$ cat config.mk
export PLATFORM = sky130hd
export DESIGN_NAME = modbus_tx_sched
export DESIGN_NICKNAME = d
export VERILOG_FILES = /design/src/rtl/modbus_tx_sched_pkg.sv /design/src/rtl/modbus_char_timer.sv /design/src/rtl/modbus_tx_sched.sv
export SDC_FILE = /design/constraint.sdc
export NUM_CORES = 1
export LEC_CHECK = 0
export BUFFER_PORTS_ARGS = -buffer_cell sky130_fd_sc_hd__clkbuf_2
export CAP_MARGIN = 20
export CORE_ASPECT_RATIO = 0.9
export CORE_MARGIN = 1
export CORE_UTILIZATION = 55
export DETAILED_ROUTE_END_ITERATION = 10
export HOLD_SLACK_MARGIN = 0.08
export PLACE_DENSITY = 0.74
export SLEW_MARGIN = 30
export SYNTH_ARGS = -nofsm -noshare
export SYNTH_HDL_FRONTEND = slang
export SYNTH_SLANG_ARGS = --single-unit
$ cat constraint.sdc
create_clock -name clk -period 3.5 [get_ports clk]
set_input_delay 0.7 -clock clk [delete_from_list [all_inputs] [get_ports clk]]
set_output_delay 0.7 -clock clk [all_outputs]
set_load 0.02 [all_outputs]
$ cat src/rtl/modbus_tx_sched_pkg.sv
// Shared types and timing helpers for the Modbus response scheduler.
// State encoding, one-hot request kinds and character-time arithmetic.
package modbus_tx_sched_pkg;

    typedef enum logic [1:0] {
        ST_IDLE  = 2'd0,
        ST_GAP   = 2'd1,
        ST_START = 2'd2,
        ST_WAIT  = 2'd3
    } state_t;

    typedef logic [2:0] kind_t;

    localparam kind_t KIND_NONE = 3'b000;
    localparam kind_t KIND_0304 = 3'b001;
    localparam kind_t KIND_06   = 3'b010;
    localparam kind_t KIND_EXP  = 3'b100;

    function automatic int unsigned bps_of(
        input int unsigned clk_freq,
        input int unsigned baud
    );
        return clk_freq / baud;
    endfunction

    // One character is 10 bit times on the wire.
    function automatic int unsigned char_cycles(
        input int unsigned chars,
        input int unsigned bps
    );
        return chars * 10 * bps;
    endfunction

    function automatic int unsigned max_u(
        input int unsigned a,
        input int unsigned b
    );
        return (a > b) ? a : b;
    endfunction

endpackage

$ cat src/rtl/modbus_char_timer.sv
// Loadable down-counter; done pulses in the last enabled cycle of the count.
// A load of N yields done after exactly N enabled cycles.
module modbus_char_timer #(
    parameter int W = 16
) (
    input  logic         clk,
    input  logic         rst_n,
    input  logic         load,
    input  logic         en,
    input  logic [W-1:0] load_val,
    output logic         done
);

    logic [W-1:0] cnt;

    always_ff @(posedge clk or negedge rst_n) begin
        if (!rst_n) begin
            cnt <= '0;
        end else if (load) begin
            cnt <= load_val;
        end else if (en && cnt != '0) begin
            cnt <= cnt - W'(1);
        end
    end

    assign done = en && !load && (cnt == W'(1));

endmodule

$ cat src/rtl/modbus_tx_sched.sv
// Modbus response scheduler: inter-frame gap, start pulse, completion wait.
// Define MODBUS_TX_WDOG_EN to abort a response that never completes.
module modbus_tx_sched
    import modbus_tx_sched_pkg::*;
#(
    parameter int unsigned CLK_FREQ   = 50000000,
    parameter int unsigned BAUD_RATE  = 9600,
    parameter int unsigned GAP_CHARS  = 4,
    parameter int unsigned WDOG_CHARS = 32
) (
    input  logic clk,
    input  logic rst_n,
    input  logic req_exp,
    input  logic req_06,
    input  logic req_0304,
    input  logic req_bcast,
    input  logic response_done,
    output logic tx_exp_rp_start,
    output logic tx_06_rp_start,
    output logic tx_03_04_rp_start,
    output logic busy,
    output logic sched_done,
    output logic overrun,
    output logic wdog_to
);

    localparam int unsigned BPS      = bps_of(CLK_FREQ, BAUD_RATE);
    localparam int unsigned GAP_CYC  = char_cycles(GAP_CHARS, BPS);
    localparam int unsigned WDOG_CYC = char_cycles(WDOG_CHARS, BPS);
    localparam int          CW       = $clog2(max_u(GAP_CYC, WDOG_CYC)) + 1;
    localparam logic [CW-1:0] GAP_LD = CW'(GAP_CYC);

    state_t state;
    state_t state_nx;
    kind_t  kind_q;
    kind_t  req_kind;
    logic   any_req;
    logic   capture;
    logic   bc_q;
    logic   ovr_q;
    logic   tmr_load;
    logic   tmr_en;
    logic   tmr_done;
    logic   wd_hit;
    logic [CW-1:0] tmr_val;

    assign any_req = req_exp | req_06 | req_0304;
    assign capture = (state == ST_IDLE) && any_req && !req_bcast;

    // Simultaneous pulses are legal, so this must be a priority pick.
    always_comb begin
        req_kind = KIND_NONE;
        priority case (1'b1)
            req_exp:  req_kind = KIND_EXP;
            req_06:   req_kind = KIND_06;
            req_0304: req_kind = KIND_0304;
            default:  req_kind = KIND_NONE;
        endcase
    end

`ifdef MODBUS_TX_WDOG_EN
    localparam logic [CW-1:0] WDOG_LD = CW'(WDOG_CYC);

    assign tmr_load = capture || (state == ST_START);
    assign tmr_en   = (state == ST_GAP) || (state == ST_WAIT);
    assign tmr_val  = (state == ST_IDLE) ? GAP_LD : WDOG_LD;
    assign wd_hit   = (state == ST_WAIT) && tmr_done && !response_done;
`else
    assign tmr_load = capture;
    assign tmr_en   = (state == ST_GAP);
    assign tmr_val  = GAP_LD;
    assign wd_hit   = 1'b0;
`endif

    modbus_char_timer #(
        .W (CW)
    ) u_timer (
        .clk      (clk),
        .rst_n    (rst_n),
        .load     (tmr_load),
        .en       (tmr_en),
        .load_val (tmr_val),
        .done     (tmr_done)
    );

    always_ff @(posedge clk or negedge rst_n) begin
        if (!rst_n) begin
            state  <= ST_IDLE;
            kind_q <= KIND_NONE;
            bc_q   <= 1'b0;
            ovr_q  <= 1'b0;
        end else begin
            state <= state_nx;
            if (capture) begin
                kind_q <= req_kind;
            end
            bc_q  <= (state == ST_IDLE) && any_req && req_bcast;
            ovr_q <= (state != ST_IDLE) && any_req;
        end
    end

    always_comb begin
        state_nx = state;
        unique case (state)
            ST_IDLE:  if (capture) state_nx = ST_GAP;
            ST_GAP:   if (tmr_done) state_nx = ST_START;
            ST_START: state_nx = ST_WAIT;
            ST_WAIT:  if (response_done || wd_hit) state_nx = ST_IDLE;
            default:  state_nx = ST_IDLE;
        endcase
    end

    always_comb begin
        tx_exp_rp_start   = (state == ST_START) && kind_q[2];
        tx_06_rp_start    = (state == ST_START) && kind_q[1];
        tx_03_04_rp_start = (state == ST_START) && kind_q[0];
        busy              = (state != ST_IDLE);
        sched_done        = bc_q ||
                            ((state == ST_WAIT) && (response_done || wd_hit));
        overrun           = ovr_q;
        wdog_to           = wd_hit;
    end

endmodule

**Word-level counts from Yosys, hierarchy flattened**

Index checks and enable logic that the tools add are counted.

- Add/subtract/negate cells: 1
- Eq/ne operators: 7
- Multiplexer cells: 9
- Bitwise logic cells: 2
- Reduce and logical (&&, ||, !) cells: 19

Operators by type and width:

| kind | count |
|---|---|
| 22-bit 2-to-1 mux | 2 |
| 22-bit by 1-bit equality test with 1-bit output (second input constant) | 1 |
| 22-bit nonzero test | 1 |
| 22-bit by 1-bit subtractor with 22-bit output (second input constant) | 1 |
| 1-bit logical AND | 11 |
| 2-bit 2-to-1 mux | 4 |
| 2-bit one-hot mux with 4 select lines | 1 |
| 2-bit equality test (second input constant) | 2 |
| 2-bit != test (second input constant) | 2 |
| 2-bit nonzero test | 2 |
| 3-bit 2-to-1 mux | 1 |
| 3-bit AND reduction | 1 |
| 2-bit by 1-bit equality test with 1-bit output (second input constant) | 1 |
| 1-bit zero test | 2 |
| 2-bit zero test | 1 |
| 2-bit by 1-bit != test with 1-bit output (second input constant) | 1 |
| 1-bit OR | 2 |
| 1-bit logical OR | 1 |
| 1-bit 2-to-1 mux | 1 |

- Register bits: 29
- Bits of input ports: 7

**Logic depth before layout (Yosys ltp)**

Gate-level depths: netlist of run 1.

- Word-level depth: 9
- Mapped depth: 8
- Mapped depth without buffers: 7

**Cells and area by module**

From an unflattened synthesis of run 1, not the netlist that was laid out.

- Cells, all modules: 201
- Area total of the unflattened synthesis: 1815.5 um2

By module, submodules not included:

| module | times used | cells an instance | area each (um2) | seq. area each (um2) |
|---|---|---|---|---|
| modbus_char_timer | 1 | 157 | 1363.8 | 550.5 |
| modbus_tx_sched | 1 | 44 | 451.7 | 175.2 |

**Worst setup path before layout of run 1**

OpenSTA, ideal clock, no wires.

- Path kind: reg-to-reg
- From: register u_timer.cnt[17]
- To: register state[1]
- Library setup time: 125 ps
- Arrival time: 2024 ps
- Data required time: 3375 ps
- Path slack: 1351 ps
- Stages on the path, launching flop included: 7
- Path buffers: 1
- Cell sequence: dfrtp_1 or4_1 buf_2 or3_4 o31ai_4 nand3_2 mux2_4

- Word-level cells in the longest chain between the ends: 4

RTL lines:

| what | line | source |
|---|---|---|
| from (decl) | modbus_char_timer.sv:14 | `logic [W-1:0] cnt;` |
| from (signal assigned) | modbus_char_timer.sv:20 | `cnt <= load_val;` |
| from (signal assigned) | modbus_char_timer.sv:22 | `cnt <= cnt - W'(1);` |
| 22-bit by 1-bit equality test with 1-bit output | modbus_char_timer.sv:26 | `assign done = en && !load && (cnt == W'(1));` |
| 1-bit logical AND | modbus_char_timer.sv:26 |  |
| 2-bit != test (no line) | - |  |
| 3-bit AND reduction (no line) | - |  |
| to (signal assigned) | modbus_tx_sched.sv:93 | `state <= state_nx;` |
| to (decl) | modbus_tx_sched.sv:33 | `state_t state;` |

No other way between the ends.
A chain may end at the register's enable or synchronous reset.

**Final worst setup path of run 1**

- From: register u_timer.cnt[11]
- To: register u_timer.cnt[4]

- Word-level cells in the longest chain between the ends: 3

RTL lines:

| what | line | source |
|---|---|---|
| 22-bit nonzero test | modbus_char_timer.sv:21 | `end else if (en && cnt != '0) begin` |
| 1-bit logical AND | modbus_char_timer.sv:21 |  |
| 2-bit nonzero test (no line) | - |  |

No other way between the ends.

==> metrics, run 1 <==
status=finished clean; FILL cells=252; CTS tree=done; ratio of cells with drive above 1 in the final layout=0.163; post-synthesis cell type count=41; CP max FO=11; GRT overflow=0; Vias=1329; num ports=14; clock skew=7.12 ps; kind of critical path=flip-flop to flip-flop; Sink Count=29; initial antenna violation count=0; power after layout=0.881 mW; TritonRoute pass-1 iters=4; sequential element share of the synthesized area=0.438; Post-DRT Antenna Nets=0; Worst slew margin=0.522; met1 wire length=1.52 mm; Slew Viols, Final=0; latest clock arrival within the worst-skew pair=approximately 320 ps; maximum VDD drop=0.000336 V; Mapped Avg Cell Area=9.58 µm²; Mapped Cells=173; vias in the first global route=1267; Reg area=726 µm²; DR DRC count=0; Final #Nets=204; flop-to-flop setup slack=around 1100 ps; clk buf depth=2; Top FF cell, synth=dfrtp_1; Reg clk slew, reported paths=90 ps; Syn Nets=188; Leak=approximately 0.73 nW; Top Metal Used=met4; core footprint=2790 µm²; leading area contributor after synthesis=dfrtp_1; maximum clock rate=419 MHz; via/cell ratio=5.78; 1st-iter DRT viols=between 50 and 60; period utilization=0.683; first-pass GRT wire length=5.63 mm; setup violators final=0; post-CTS setup buffer count=0; H-Tree Depth=2; CTS resizes=0; share of the synthesized area in the top cell type=0.438; synth warn=0; max-cap violation count=0; worst hold path type=input port to asynchronous set/reset pin; Worst Slack Setup Final=1110 ps; Hold Buf Count CTS=0; Worst EP required=3700 ps; pre-CTS setup slack=1170 ps; DIE AREA=3240 µm²; post-DR wirelength/cell=14.6 µm; pin count of the biggest net entering global routing=30; RSZ-0062 raised after global routing=no; met2 WL=1.67 mm; total CTS buffers=5; Setup TNS Final=0 ps; row count=18; Port Buffers=12; HPWL after DPL=2.43 mm; Least-Margin Pin Slew=717 ps; Die Wd=59.9 µm; Arrival @ worst endpoint=~2600 ps; top cells by area, synth=dfrtp_1 44%, ha_1 6.0%, xnor2_1 5.8%; ant diodes=0; Post-Layout Cell Count=230; Placed Cells=around 220; total track usage=0.242; Seq cells post-synth=29; chip height=54.1 µm; power per cell area=476 nW/µm²; type of destination of the critical path=flip-flop; starting density of the core=0.594; Layout area overhead=11.5%; GP Congestion=0.835; final-report hold violation count=0; final wirelength=3.36 mm; Clock Root Buffer=clkbuf_4; Post-Syn Area=between 1500 and 2000 µm²; met3 WL=94 µm; Async SR Flop Fraction=1.00; Post-synth EDFFs=0; Tmin final=2390 ps; footprint of the multi-input gates=891 µm²; CP Launch Type=flip-flop
[critical path, stage by stage (launching register included)]
cell	delay, ps
dfrtp_1	400
or4_4	560
nand4b_1	480
o211ai_1	560
o311ai_0	170
o41ai_1	100
[placed cells by master, fill, tap and decap left out, drive strengths merged, types with 2 or more instances in the layout]
master and count:
clkbuf 19, and2 3, o31a 2, or3 5, a21oi 3, dfrtp 29, nand3 4, nand2b 4
ha 8, buf 2, o21ai 9, xor2 5, o211ai 2, inv 6, xnor2 11, nor4 7
nor3 9, nand2 12, or2 3, a211oi 4, or4 5, nor2 22
[registers in the layout, indices dropped and copies added (netlist names)]
name / cells
overrun: 1
bc_q: 1
kind_q: 3
state: 2
u_timer.cnt: 22
[stage by stage]
stage	util	instance area [µm²]	hold WS, ps
after global routing	0.662	1850	466
after global placement	0.632	1760	449
final	0.662	1850	414
after floorplan	-	1660	404
after CTS	0.662	1850	434
after detailed placement	0.632	1760	454
[kinds of logic after synthesis]
family,after synthesis,share of synthesized area
xor gates and xnor gates,16,0.0845
AOI/OAI and AO/OA,25,0.107
other,1,0.00226
buffers and inverters,11,0.0279
and+or+nand+nor,81,0.265
DFF,29,0.438
adders and majority gates,8,0.0604
muxes,2,0.0151
[synth_stat cells, types with 2 or more instances]
library cell / n
a21oi_1: 3
or3_1: 4
o21ai_0: 9
nor4_1: 7
ha_1: 8
o31a_1: 2
a211oi_1: 4
xor2_1: 5
xnor2_1: 11
and2_1: 3
nand2b_1: 4
clkbuf_1: 3
or2_2: 3
nand2_1: 12
dfrtp_1: 29
o211ai_1: 2
nand3_1: 3
or4_1: 4
inv_1: 6
nor2_1: 22
nor3_1: 9
[power breakdown]
part	internal, mW	switching (mW)	total, mW
clock network	0.171	0.112	0.283
registers	0.385	0.0604	0.446
logic	0.0677	0.0847	0.152
total	0.623	0.257	0.881
[worst paths after layout]
check / startpoint / endpoint / depth (start not counted)
min in group clk: kind_q[1]$_DFFE_PN0P_ / kind_q[1]$_DFFE_PN0P_ / 2
min reg2reg: kind_q[1]$_DFFE_PN0P_ / kind_q[1]$_DFFE_PN0P_ / 2
max in group asynchronous: rst_n / u_timer.cnt[9]$_DFFE_PN0P_ / 1
max: u_timer.cnt[11]$_DFFE_PN0P_ / u_timer.cnt[4]$_DFFE_PN0P_ / 5
min: rst_n / overrun$_DFF_PN0_ / 1
max reg2reg: u_timer.cnt[11]$_DFFE_PN0P_ / u_timer.cnt[4]$_DFFE_PN0P_ / 5
[routing by layer]
layer,up-vias,track usage
met5,-,0
met4,0,0.112
met3,9,0.0553
met2,27,0.387
met1,649,0.312
li1,644,-
[final cells by class]
| class | instances | share of cell area |
|---|---|---|
| Multi-Input combinational cell | 133 | 0.482 |
| Sequential cell | 29 | 0.392 |
| Timing Repair Buffer | 14 | 0.0406 |
| Clock buffer | 7 | 0.0298 |
| Tap cell | 40 | 0.0271 |
| Clock inverter | 1 | 0.0162 |
| Inverter | 6 | 0.0122 |
Note: power is estimated with default switching activity, not from simulation.
==> run 2, diff against run 1 <==
==> constraint.sdc (replaced) <==
create_clock -name clk -period 2.3 [get_ports clk]
set_input_delay 0.46 -clock clk [delete_from_list [all_inputs] [get_ports clk]]
set_output_delay 0.46 -clock clk [all_outputs]
set_load 0.02 [all_outputs]
==> metrics, run 2 (synthesized netlist as in run 1, its figures left out) <==
clock power share=0.244 (-0.077); Arrival @ worst endpoint=2380 ps (-210 ps); maximum VDD drop=0.000423 V (+26%); FILL cells=240 (-4.8%); Sink Count=29 (unchanged); type of destination of the critical path=flip-flop; num ports=14 (unchanged); most frequent cells in the layout=29 x dfrtp_1, 22 x nor2_1, 12 x nand2_1, 12 x clkbuf_2, 11 x xnor2_1; via/cell ratio=5.75 (-0.56%); Die Wd=59.9 µm (unchanged); latest clock arrival within the worst-skew pair=330 ps (about the same); Least-Margin Pin Slew=716 ps (-1.31 ps); first-pass GRT wire length=5.78 mm (+2.7%); DR DRC count=0 (unchanged); Reg clk slew, reported paths=90 ps (about the same); kind of critical path=flip-flop to flip-flop; total CTS buffers=5 (unchanged); GP Congestion=0.763 (-8.6%); max-cap violation count=0 (unchanged); commonest non-fill, non-tap cell in the layout=dfrtp_1; core footprint=2790 µm² (unchanged); final wirelength=3.55 mm (+5.5%); final-report hold violation count=0 (unchanged); Vias=1356 (+2.0%); maximum clock rate=463 MHz (+11%); Design Area, Final=1870 µm² (+0.88%); starting density of the core=0.594 (unchanged); post-DR wirelength/cell=15.0 µm (+2.8%); CP Launch Type=flip-flop; CTS resizes=0 (unchanged); worst hold path type=input port to asynchronous set/reset pin; chip height=54.1 µm (unchanged); CP Launch Point=u_timer.cnt[10]$_DFFE_PN0P_; Setup TNS Final=0 ps (unchanged); flop-to-flop setup slack=140 ps (-970 ps); pin count of the biggest net entering global routing=30 (unchanged); CTS tree=done; DIE AREA=3240 µm² (unchanged); Seq pwr share=0.559 (+0.053); 1st-iter DRT viols=61 (+15%); max incr delay on CP=550 ps (about the same); Hold Buf Count CTS=0 (unchanged); Sw Ratio=0.333 (+0.0406); Worst EP required=2520 ps (-1180 ps); Port Buffers=12 (unchanged); Final #Nets=210 (+2.9%); clk buf depth=2 (unchanged); ratio of cells with drive above 1 in the final layout=0.194 (+0.0307); placed instance area=1810 µm² (+2.6%); RSZ-0062 raised after global routing=no; Net Sw Power=0.405 mW (+57%); Worst slew margin=0.523 (+0.000873); HPWL after DPL=2.58 mm (+6.2%); Reg2Reg Capture Point=u_timer.cnt[4]$_DFFE_PN0P_; row count=18 (unchanged); biggest regs=u_timer.cnt x22, kind_q x3, state x2; total track usage=0.252 (+0.00969); clock skew=5.67 ps (-1.45 ps); TritonRoute pass-1 iters=4 (unchanged); max FFs per register=22 (unchanged); worst reg2reg path depth=6 (+1); RR Startpoint=u_timer.cnt[10]$_DFFE_PN0P_; Clock Root Buffer=clkbuf_4; footprint of the multi-input gates=896 µm² (+0.56%); vias in the first global route=1318 (+4.0%); critical path, cell by cell=or4_4 > nand4b_1 > buf_4 > o211ai_1 > o311ai_0 > o41ai_1; ant diodes=0 (unchanged); period utilization=0.940 (+0.257); cell-internal power=0.812 mW (+30%); Leak=0.748 nW (+2.2%); initial antenna violation count=0 (unchanged); Layout area overhead=12.5%; post-CTS setup buffer count=0 (unchanged); H-Tree Depth=2 (unchanged); combinational group share of total power=0.198 (+0.025); status=finished clean; largest register by flop count=u_timer.cnt; Tmin final=2160 ps (-228 ps); GRT overflow=0 (unchanged); power per cell area=652 nW/µm² (+37%); Slew Viols, Final=0 (unchanged); CP max FO=11 (unchanged); Critical-path top delay cell=or4_4; Reg area=726 µm² (unchanged); Post-DRT Antenna Nets=0 (unchanged); setup violators final=0 (unchanged)
-- run 2: cell count changes in the layout (fill, tap and decap cells not counted), sizes merged --
cell    change
clkinv      +2
bufinv      -1
clkbuf      -1
buf         +6
-- run 2: per-stage QoR --
stage                     hold slack (ps)  std cells  total power, mW  setup WS, ps   util
after floorplan                       164        173            0.840           151      -
after global placement                457        228            0.903           220  0.648
after detailed placement              466        228            0.926           149  0.648
after CTS                             179        236             1.22           125  0.666
after global routing                  209        236             1.29          51.7  0.668
final                                 158        236             1.22           139  0.668
-- run 2: area by class of cell --
class                   instances  area share
flip-flops and latches         29       0.389
repair buffers                 20      0.0644
well taps                      40      0.0268
multi-input cells             133       0.480
clock inverters                 2     0.00537
clock buffers                   6      0.0221
inverters                       6      0.0121
-- run 2: critical path: cells and delay by family, from the launching register on --
kind            cells  cell delay, ps
simple gates        2             760
compound gates      3             670
flops               1             410
buf+inv             1             200
-- run 2: worst max-delay path by stage --
stage | end | slack [ps] | depth (start not counted)
3_3_place_gp | state[1]$_DFFE_PN0P_ | 220 | 5
3_5_place_dp | u_timer.cnt[4]$_DFFE_PN0P_ | 150 | 6
2_1_floorplan | state[1]$_DFFE_PN0P_ | 150 | 6
5_1_grt | u_timer.cnt[7]$_DFFE_PN0P_ | 50 | 6
4_1_cts | u_timer.cnt[4]$_DFFE_PN0P_ | 120 | 6
6_report | u_timer.cnt[4]$_DFFE_PN0P_ | 140 | 6
-- run 2: power groups by stage --
| stage | Sequential [mW] | Clock, mW | Combinational, mW |
|---|---|---|---|
| after detailed placement | 0.685 | 0 | 0.240 |
| after CTS | 0.675 | 0.303 | 0.242 |
| after floorplan | 0.663 | 0 | 0.178 |
| after global routing | 0.694 | 0.328 | 0.269 |
| after global placement | 0.679 | 0 | 0.224 |
| final | 0.680 | 0.296 | 0.240 |
-- run 2: routing by layer --
metal	global-route usage	part of all wire	vias to the layer above
met1	0.304	0.45	668
met2	0.426	0.50	26
met5	0	0	-
li1	-	-	654
met4	0.109	0.015	0
met3	0.0649	0.037	8
==> run 3, diff against run 2 <==
--- a/config.mk
+++ b/config.mk
@@ -8,7 +8,7 @@
 export BUFFER_PORTS_ARGS = -buffer_cell sky130_fd_sc_hd__clkbuf_2
 export CAP_MARGIN = 20
 export CORE_ASPECT_RATIO = 0.9
-export CORE_MARGIN = 1
+export CORE_MARGIN = 2
 export CORE_UTILIZATION = 55
 export DETAILED_ROUTE_END_ITERATION = 10
 export HOLD_SLACK_MARGIN = 0.08
==> constraint.sdc (replaced) <==
create_clock -name clk -period 2.3 [get_ports clk]
set_input_delay 0.345 -clock clk [delete_from_list [all_inputs] [get_ports clk]]
set_output_delay 0.345 -clock clk [all_outputs]
set_load 0.02 [all_outputs]
==> metrics, run 3 (synthesized netlist as in run 1, its figures left out) <==
status=finished clean; type of destination of the critical path=flip-flop; first-pass GRT wire length=5.56 mm (-3.8%); Clock Root Buffer=clkbuf_4; clk buf depth=2 (unchanged); commonest non-fill, non-tap cell in the layout=dfrtp_1; Worst slew margin=0.528 (+0.00549); Final #Nets=210 (unchanged); Sink Count=29 (unchanged); starting density of the core=0.589 (-0.00475); latest clock arrival within the worst-skew pair=330 ps (about the same); biggest regs=u_timer.cnt x22, kind_q x3, state x2; CP Launch Type=flip-flop; maximum clock rate=468 MHz (+1.1%); GRT overflow=0 (unchanged); CTS tree=done; TritonRoute pass-1 iters=4 (unchanged); total track usage=0.211 (-0.0411); ratio of cells with drive above 1 in the final layout=0.184 (-0.0102); final-report hold violation count=0 (unchanged); maximum VDD drop=0.000389 V (-8.2%); core footprint=2820 µm² (+0.81%); DIE AREA=3470 µm² (+7.2%); kind of critical path=flip-flop to flip-flop; period utilization=0.929 (-0.0103); GP Congestion=0.820 (+7.5%); Worst EP required=2520 ps (about the same); Reg clk slew, reported paths=90 ps (about the same); vias in the first global route=1316 (-0.15%); Setup TNS Final=0 ps (unchanged); Vias=1327 (-2.1%); HPWL after DPL=2.37 mm (-8.2%); max FFs per register=22 (unchanged); 1st-iter DRT viols=47 (-23%); Least-Margin Pin Slew=707 ps (-8.23 ps); Die Wd=61.9 µm (+3.3%); post-CTS setup buffer count=0 (unchanged); row count=18 (unchanged); CP max FO=5 (-6); Post-DRT Antenna Nets=0 (unchanged); num ports=14 (unchanged); clock skew=7.75 ps (+2.08 ps); chip height=56.1 µm (+3.7%); via/cell ratio=5.62 (-2.1%); Arrival @ worst endpoint=2350 ps (-30 ps); final wirelength=3.23 mm (-9.1%); worst hold path type=input port to flip-flop; CTS resizes=0 (unchanged); max-cap violation count=0 (unchanged); flop-to-flop setup slack=160 ps (+20 ps); initial antenna violation count=0 (unchanged); setup violators final=0 (unchanged); Slew Viols, Final=0 (unchanged); most frequent cells in the layout=29 x dfrtp_1, 22 x nor2_1, 12 x nand2_1, 12 x clkbuf_2, 11 x xnor2_1; post-DR wirelength/cell=13.7 µm (-9.1%); Leak=0.746 nW (-0.32%); Util after Layout=0.662 (-0.00623); Hold Buf Count CTS=1 (+1); RSZ-0062 raised after global routing=no; DR DRC count=0 (unchanged); Port Buffers=12 (unchanged); largest register by flop count=u_timer.cnt; Tmin final=2140 ps (-23.7 ps); pin count of the biggest net entering global routing=30 (unchanged); H-Tree Depth=2 (unchanged); power per cell area=643 nW/µm² (-1.4%); total CTS buffers=5 (unchanged); Layout area overhead=12.4%; ant diodes=0 (unchanged)
-- run 3: cell types whose count changed in the layout (fill, tap and decap cells not counted), sizes merged --
cell / delta
dlygate4sd3: +1
buf: -1
-- run 3: worst max-delay path: stages, from the launching register on --
cell and delay, ps:
dfrtp_1 450, or3_1 450, or3_4 430, o31ai_4 250
nand3_2 130, mux2_4 310
-- run 3: metal layers --
layer	track usage	up-vias	routed length, µm
li1	-	652	-
met1	0.278	643	1540
met2	0.341	28	1550
met3	0.0488	4	104
met4	0.0547	0	29
met5	0	-	0
-- run 3: per-stage QoR --
stage	power (mW)	worst slack (ps)	hold slack [ps]	cell area [µm²]	cells
4_1_cts	1.21	160	247	1860	236
6_report	1.20	163	253	1860	236
2_1_floorplan	0.840	151	49.4	1660	173
3_5_place_dp	0.916	182	429	1800	227
5_1_grt	1.29	60.6	254	1860	236
3_3_place_gp	0.903	222	423	1800	227
-- run 3: worst paths after layout --
path | start | to | cells past startpoint
setup / recovery | u_timer.cnt[14]$_DFFE_PN0P_ | state[1]$_DFFE_PN0P_ | 5
hold / removal | req_bcast | bc_q$_DFF_PN0_ | 3
setup reg to reg | u_timer.cnt[14]$_DFFE_PN0P_ | state[1]$_DFFE_PN0P_ | 5
hold reg to reg | kind_q[2]$_DFFE_PN0P_ | kind_q[2]$_DFFE_PN0P_ | 2
max in group asynchronous | rst_n | u_timer.cnt[1]$_DFFE_PN0P_ | 2
min in group asynchronous | rst_n | u_timer.cnt[11]$_DFFE_PN0P_ | 2
-- run 3: area by class of cell --
class | instances | area [µm²]
multi-input combinational | 133 | 891
tap | 40 | 50.0
fill | 239 | 952
clock inverter | 2 | 10.0
inverter | 6 | 22.5
clock buffer | 6 | 41.3
sequential | 29 | 726
timing repair buffer | 20 | 123
-- run 3: power breakdown --
group	switching (mW)	internal, mW
Clock	0.173	0.116
Sequential	0.0902	0.586
Combinational	0.124	0.109
